===== src/rtl/mul_pkg.sv =====
// Shared types and constants for the sequential shift-and-add multiplier.
//   mul_state_t : control state (IDLE, RUN, DONE)
//   MUL_CYCLES  : fixed number of RUN iterations, one per multiplier bit
package mul_pkg;

    typedef enum logic [1:0] {
        IDLE = 2'd0,
        RUN  = 2'd1,
        DONE = 2'd2
    } mul_state_t;

    localparam int MUL_CYCLES = 32;

endpackage : mul_pkg


===== src/rtl/adder_32bit.sv =====
// 32-bit ripple-carry adder built from bit-level gates.
//   a, b : addends
//   cin  : carry in
//   sum  : 32-bit sum
//   cout : carry out of bit 31
module adder_32bit (
    input  logic [31:0] a,
    input  logic [31:0] b,
    input  logic        cin,
    output logic [31:0] sum,
    output logic        cout
);

    // Carry chain evaluated LSB to MSB inside one procedure.
    always_comb begin
        logic c;
        c   = cin;
        sum = '0;
        for (int i = 0; i < 32; i++) begin
            sum[i] = a[i] ^ b[i] ^ c;
            c      = (a[i] & b[i]) | (a[i] & c) | (b[i] & c);
        end
        cout = c;
    end

endmodule : adder_32bit


===== src/rtl/seq_multiplier_32bit.sv =====
// Unsigned 32x32->64 shift-and-add multiplier, one multiplier bit per cycle.
//   clk     : clock, all state updates on rising edge
//   reset   : synchronous active-high reset
//   start   : operation request, honoured only in IDLE or DONE
//   a, b    : multiplicand / multiplier, captured on accepted start
//   busy    : high while iterating
//   done    : one-cycle pulse, product valid
//   product : {hi,lo} partial-product registers
module seq_multiplier_32bit
    import mul_pkg::*;
#(
    parameter int unsigned WIDTH = 32,
    parameter int unsigned CNT_W = 6
) (
    input  logic               clk,
    input  logic               reset,
    input  logic               start,
    input  logic [WIDTH-1:0]   a,
    input  logic [WIDTH-1:0]   b,
    output logic               busy,
    output logic               done,
    output logic [2*WIDTH-1:0] product
);

    localparam logic [CNT_W-1:0] LAST_CNT = CNT_W'(MUL_CYCLES - 1);

    mul_state_t       state_q, state_d;
    logic [CNT_W-1:0] count_q, count_d;
    logic [WIDTH-1:0] m_q, m_d;
    logic [WIDTH-1:0] hi_q, hi_d;
    logic [WIDTH-1:0] lo_q, lo_d;
    logic             busy_q, busy_d;
    logic             done_q, done_d;

    logic [WIDTH-1:0] add_b;
    logic [WIDTH-1:0] add_sum;
    logic             add_cout;

    // Multiplicand is added only when the current multiplier bit is set.
    assign add_b = lo_q[0] ? m_q : '0;

    adder_32bit u_adder (
        .a    (hi_q),
        .b    (add_b),
        .cin  (1'b0),
        .sum  (add_sum),
        .cout (add_cout)
    );

    // Next-state and datapath update.
    always_comb begin
        state_d = state_q;
        count_d = count_q;
        m_d     = m_q;
        hi_d    = hi_q;
        lo_d    = lo_q;

        case (state_q)
            IDLE, DONE: begin
                if (start) begin
                    state_d = RUN;
                    m_d     = a;
                    hi_d    = '0;
                    lo_d    = b;
                    count_d = '0;
                end else begin
                    state_d = IDLE;
                end
            end
            RUN: begin
                // Shift {cout,sum,lo} right by one; carry lands in hi MSB.
                hi_d = {add_cout, add_sum[WIDTH-1:1]};
                lo_d = {add_sum[0], lo_q[WIDTH-1:1]};
                if (count_q == LAST_CNT) begin
                    state_d = DONE;
                end else begin
                    count_d = count_q + CNT_W'(1);
                end
            end
            default: begin
                state_d = IDLE;
            end
        endcase

        busy_d = (state_d == RUN);
        done_d = (state_d == DONE);
    end

    // State and output registers.
    always_ff @(posedge clk) begin
        if (reset) begin
            state_q <= IDLE;
            count_q <= '0;
            m_q     <= '0;
            hi_q    <= '0;
            lo_q    <= '0;
            busy_q  <= 1'b0;
            done_q  <= 1'b0;
        end else begin
            state_q <= state_d;
            count_q <= count_d;
            m_q     <= m_d;
            hi_q    <= hi_d;
            lo_q    <= lo_d;
            busy_q  <= busy_d;
            done_q  <= done_d;
        end
    end

    assign busy    = busy_q;
    assign done    = done_q;
    assign product = {hi_q, lo_q};

endmodule : seq_multiplier_32bit


===== config.mk =====
export PLATFORM = sky130hd
export DESIGN_NAME = seq_multiplier_32bit
export DESIGN_NICKNAME = d
export VERILOG_FILES = /design/src/rtl/mul_pkg.sv /design/src/rtl/adder_32bit.sv /design/src/rtl/seq_multiplier_32bit.sv
export SDC_FILE = /design/constraint.sdc
export NUM_CORES = 1
export LEC_CHECK = 0
export ABC_AREA = 1
export BUFFER_PORTS_ARGS = -buffer_cell sky130_fd_sc_hd__clkbuf_2
export CAP_MARGIN = 0
export CORE_ASPECT_RATIO = 0.7
export CORE_MARGIN = 5
export CORE_UTILIZATION = 45
export DETAILED_ROUTE_END_ITERATION = 10
export PLACE_DENSITY = 0.7
export SYNTH_ARGS = -nofsm -noshare
export SYNTH_HDL_FRONTEND = slang
export SYNTH_SLANG_ARGS = --single-unit

===== constraint.sdc =====
create_clock -name clk -period 16.6 [get_ports clk]
set_input_delay 1.66 -clock clk [delete_from_list [all_inputs] [get_ports clk]]
set_output_delay 1.66 -clock clk [all_outputs]
set_load 0.005 [all_outputs]

==> summary.md, run 1 <==
| Metric | Value |
|---|---|
| Reg2Reg Setup Slack | 3.15 ns |
| Worst-case clock buffer depth | 2 |
| Endpoints failing hold | 0 |
| CP max FO | 33 |
| Setup Viol. Count Final | 0 |
| Port Buffers | 132 |
| Final #Nets | 768 |
| RSZ-0062 raised after global routing | false |
| Vias/cell | 5.00 |
| Fillers | 1,052 |
| Post-synth net total | 661 |
| Syn Area/Cell | 8.98 sq um |
| Final min period | 13.45 ns |
| Most used cell, CP | fa_1 |
| Power density over the cells | 95.1 nW/um^2 |
| Most common cell after layout, fill and taps aside | clkbuf_2 |
| CTS tree | done |
| Hold_ws | 0.481 ns |
| Synth warn | 0 |
| WL final | 12,200 um |
| # Post-CTS Setup Buffers | 0 |
| Multi-input gate area | 2520 sq um |
| Die Y | 98.5 um |
| Area grow syn2layout | 18.6% |
| Mux share of post-synthesis cell area | 0 |
| Worst setup SP type | flip-flop |
| Fin Clk Skew | 0.00671 ns |
| DR WL/cell | 14.7 um |
| Ys async rst share | 0 |
| Synth area leaders | dfxtp_1 (42%), fa_1 (12%), o32ai_2 (9.4%), o21ai_0 (8.1%), nor2_1 (7.9%) |
| Detail Route Antenna Nets | 0 |
| CP Capture Type | flip-flop |
| Clock slew at reported path FFs | 0.07 ns |
| Final period utilization | 0.810 |
| CTS HTree Levels | 3 |
| Hold Crit Class | reg2reg |
| First-pass GRT wire length | 20,200 um |
| RD Place Congestion | 0.779 |
| Crit-path max cell delay | 0.53 ns |
| Synth Area in Adders | 0.128 |
| TritonCTS buffer count | 9 |
| Worst EP arrival | 13.64 ns |
| Critical path class | reg2reg |
| Drt first pass iters | 4 |
| EDFF count, synth | 0 |
| CTS sink cnt | 106 |
| Core footprint | 11,000 sq um |
| Yosys top cell by area | dfxtp_1 |
| Post-CTS resize count | 0 |
| Hold-fix buffers, CTS | 0 |
| Main combinational cell family by area after synthesis | compound AO/OA/AOI/OAI gates |
| Via count | 4,134 |
| Sequential area share after synthesis | 0.421 |
| Leak Pwr | 2.28 nW |
| Post-synthesis cell type count | 25 |
| Synth Area in Compound Gates | 0.200 |
| Most used DFF post-synth | dfxtp_1 |
| Initial Util | 0.459 |
| Die area | 13,400 sq um |
| Worst-margin pin slew | 1.05 ns |
| Num ports | 133 |
| Critical Path RT | 16.78 ns |
| Die outline width | 136 um |
| DRC viols | 0 |
| Xor/xnor share of the synthesized area | 0.00174 |
| Total gr overflow | 0 |
| Antenna violations before repair | 0 |
| Mapped Area | 5040 sq um |
| Clk_lat worst skew | 0.34 ns |
| Worst relative slew slack | 0.299 |
| Outcome | finished, final reports clean |
| Post-Synth Simple-Gate Area | 0.170 |
| Crit-path slowest cell | fa_1 |
| Layout cells sized above 1 | 0.288 |
| #FFs+latches synth | 106 |
| Peak supply drop | 0.0536 mV |
| Storage element area | 2120 sq um |
| Commonest cells after routing, fill and taps aside | clkbuf_2 (132), nor2_1 (106), dfxtp_1 (106) |
| Clock root buffer | clkbuf_16 |
| Synth Instances | 561 |
| Initial drt markers | 246 |
| Aggregate global-route resource usage | 0.186 |
| Vias in the first global route | 4,163 |
| FP Rows | 32 |
| Post-DP HPWL | 8450 um |
| Max-Cap Viols | 0 |
| Fin Setup TNS | 0 ns |
| Area fraction of the dominant cell type after synthesis | 0.421 |
| Slew Viols, Final | 0 |
| Pin count of the biggest net entering global routing | 69 |
| N_diodes | 0 |
| Max Freq | 74.3 MHz |
==> through the flow <==
step | worst slack (ns) | cell area (sq um) | total power [mW] | utilization | instances
after global placement | 3.31 | 5690 | 0.364 | 0.519 | 810
final | 3.15 | 5970 | 0.568 | 0.544 | 826
after global routing | 2.61 | 5970 | 0.598 | 0.544 | 826
after detailed placement | 3.18 | 5690 | 0.366 | 0.519 | 810
after floorplan | 3.45 | 5040 | 0.339 | - | 561
after CTS | 3.06 | 5970 | 0.575 | 0.544 | 826
==> registers in the layout, summed over array words and instances (netlist names) <==
name / flops
busy: 1
count_q: 6
done: 1
hi_q: 32
lo_q: 32
m_q: 32
state_q: 2
==> synth_stat cells, types with 2 or more instances <==
| cell type | count |
|---|---|
| fa_1 | 31 |
| a21oi_1 | 22 |
| clkbuf_1 | 12 |
| nor3_1 | 8 |
| inv_1 | 44 |
| nor3_2 | 10 |
| clkbuf_2 | 3 |
| dfxtp_1 | 106 |
| nand2_1 | 64 |
| buf_6 | 6 |
| ha_1 | 2 |
| buf_4 | 4 |
| nand2_2 | 4 |
| nand3_1 | 7 |
| nor2_1 | 106 |
| o21ai_0 | 82 |
| o32ai_2 | 29 |
| buf_2 | 14 |
==> final cells by class <==
class	count	area share
clock inverter	2	0.00629
multi-input combinational	370	0.422
tap	153	0.0321
sequential	106	0.355
clock buffer	14	0.0409
timing repair buffer	136	0.116
inverter	45	0.0283
==> critical path: cells and delay by family (launching register included) <==
| kind | cells | cell delay, ns |
|---|---|---|
| and+or+nand+nor | 1 | 0.09 |
| adders and majority gates | 31 | 12.32 |
| DFF | 1 | 0.33 |
| AOI/OAI and AO/OA | 1 | 0.07 |
| buffers and inverters | 3 | 0.47 |
==> where the power goes <==
group          switching [mW]  internal (mW)  total (mW)
combinational          0.0490         0.0294      0.0784
clock                  0.0903          0.117       0.208
sequential             0.0109          0.271       0.282
total                   0.150          0.418       0.568
==> per-layer routing <==
metal  GRT usage  wire, um  up-vias
met1       0.253      5680     1957
met4      0.0503       203        0
met5           0         0        -
met2       0.291      5460      119
li1            -         -     2046
met3      0.0561       825       12
==> path summary, 6_finish.rpt <==
| kind | from | to | cells past startpoint |
|---|---|---|---|
| hold reg to reg | lo_q[8]$_SDFFE_PP0P_ | lo_q[7]$_SDFFE_PP0P_ | 2 |
| hold / removal | lo_q[8]$_SDFFE_PP0P_ | lo_q[7]$_SDFFE_PP0P_ | 2 |
| setup reg to reg | lo_q[0]$_SDFFE_PP0P_ | hi_q[30]$_SDFFE_PP0P_ | 36 |
| setup / recovery | lo_q[0]$_SDFFE_PP0P_ | hi_q[30]$_SDFFE_PP0P_ | 36 |
==> cell families after synthesis <==
| family | after synthesis |
|---|---|
| flops | 106 |
| simple gates | 201 |
| xor+xnor | 1 |
| fa+ha+maj | 33 |
| compound gates | 135 |
| buf+inv | 85 |
Note: power is estimated with default switching activity, not from simulation.
==> inputs of run 2 (changes only) <==
Settings changed: PLACE_DENSITY 0.7 to 0.73.
Clock period 16.6 ns to 10.8 ns, I/O delays scaled along.
==> run 2 against run 1 <==
Largest cell class unchanged. Largest power group unchanged. Critical path depth unchanged. Fmax up 16%. The run now ends with negative setup slack left. Highest routed layer unchanged. First-iteration DRC count up 0.41%.
==> summary.md, run 2 (synthesis results as in run 1) <==
| Metric | Value |
|---|---|
| Area grow syn2layout | 22.6% |
| Die outline width | 136 um |
| First-pass GRT wire length | 20,400 um |
| Drt first pass iters | 5 |
| Final min period | 11.64 ns |
| CTS sink cnt | 106 |
| Slew Viols, Final | 0 |
| Via count | 4,143 |
| TritonCTS buffer count | 9 |
| N_diodes | 0 |
| CP top delay family | adder cells |
| Die area | 13,400 sq um |
| Final period utilization | 1.08 |
| DRC viols | 0 |
| Met1 Usage GRT | 0.253 |
| Utilization after layout | 0.563 |
| M3 GR Usage | 0.0383 |
| Max-Cap Viols | 0 |
| Core footprint | 11,000 sq um |
| CTS tree | done |
| Antenna violations before repair | 0 |
| WL final | 12,300 um |
| Most used cell, CP | fa_2 |
| Initial drt markers | 247 |
| Placed cells | 816 |
| Worst-margin pin slew | 1.17 ns |
| Endpoints failing hold | 0 |
| Final non-filler cell total | 832 |
| Clk_lat worst skew | 0.34 ns |
| DR WL/cell | 14.8 um |
| CTS HTree Levels | 3 |
| Commonest cells after routing, fill and taps aside | clkbuf_2 (132), nor2_1 (106), dfxtp_1 (104) |
| Worst EP arrival | 11.83 ns |
| Buffers and inverters on the worst path | 2 |
| Max Freq | 85.9 MHz |
| Port Buffers | 132 |
| RSZ-0062 raised after global routing | true |
| Aggregate global-route resource usage | 0.187 |
| Die Y | 98.5 um |
| Worst relative slew slack | 0.219 |
| Worst-case clock buffer depth | 2 |
| Layout cells sized above 1 | 0.353 |
| Hold Crit Class | reg2reg |
| Crit-path max cell delay | 0.54 ns |
| Crit-path slowest cell | fa_2 |
| Failing checks | negative setup slack |
| FP Rows | 32 |
| Total gr overflow | 0 |
| Num ports | 133 |
| Post-DP HPWL | 8480 um |
| Fin Clk Skew | 0.00787 ns |
| Worst setup SP type | flip-flop |
| CP Capture Type | flip-flop |
| Outcome | complete, but fails checks |
| Power density over the cells | 151 nW/um^2 |
| Detail Route Antenna Nets | 0 |
| Critical Path RT | 10.99 ns |
| Vias in the first global route | 4,228 |
| Clock root buffer | clkbuf_16 |
| Final setup margin | -0.844 ns |
| Vias/cell | 4.98 |
| Leak Pwr | 2.38 nW |
| Pin count of the biggest net entering global routing | 69 |
| RD Place Congestion | 0.727 |
| Hold_ws | 0.486 ns |
| Most common cell after layout, fill and taps aside | clkbuf_2 |
| Initial Util | 0.459 |
| DP Area | 5820 sq um |
| Hold-fix buffers, CTS | 0 |
| Top Registers | hi_q: 32 flops, lo_q: 32 flops, m_q: 32 flops |
| Most Used Layer, Global Route | met2 |
| Critical path class | reg2reg |
| Cell area after layout | 6180 sq um |
| Clock slew at reported path FFs | 0.07 ns |
| Peak supply drop | 0.0787 mV |
| CP max FO | 2 |
| Final #Nets | 774 |
| M2 GR Usage | 0.309 |
| Setup Viol. Count Final | 4 |
## run 2: final timing paths
kind	start	end	slack, ns	cells past startpoint
worst max-delay path	lo_q[0]$_SDFFE_PP0P_	hi_q[30]$_SDFFE_PP0P_	-0.84	36
worst min-delay path	lo_q[6]$_SDFFE_PP0P_	lo_q[5]$_SDFFE_PP0P_	0.49	2
worst max register to register	lo_q[0]$_SDFFE_PP0P_	hi_q[30]$_SDFFE_PP0P_	-0.84	36
worst min register to register	lo_q[6]$_SDFFE_PP0P_	lo_q[5]$_SDFFE_PP0P_	0.49	2
## run 2: layout make-up
cell class,instances,area (sq um)
fill,1024,4790
multi-input combinational,370,2600
sequential,106,2120
timing repair buffer,142,736
clock buffer,10,239
tap,153,191
inverter,45,169
clock inverter,6,114
## run 2: power by group
part / switching (mW) / internal [mW]
clock: 0.146 / 0.233
sequential: 0.0157 / 0.416
combinational: 0.0777 / 0.0466
## run 2: tightest hold or removal path, stage by stage (launching register included)
cell	delay, ns
dfxtp_1	0.33
nand2_1	0.06
a21oi_1	0.05
## run 2: repair_timing
action | in CTS | in global routing
buffers inserted | 0 | 0
gates resized for setup | 1 | 2
setup endpoints to repair | 4 | 5
## run 2: routing by layer
layer  share of wire  wire length [um]  up-vias
met5               0                 0        -
met3           0.043               524       11
met1            0.46              5720     1980
met2            0.48              5960       90
met4           0.011               130        0
li1                -                 -     2062
## run 2: metrics by stage
| step | power (mW) | setup TNS [ns] | worst slack (ns) |
|---|---|---|---|
| global route | 0.978 | -3.21 | -1.10 |
| detailed placement | 0.566 | -2.07 | -0.825 |
| global placement | 0.561 | -1.65 | -0.729 |
| finish | 0.935 | -2.15 | -0.844 |
| floorplan | 0.524 | -1.88 | -0.779 |
| CTS | 0.947 | -2.15 | -0.845 |
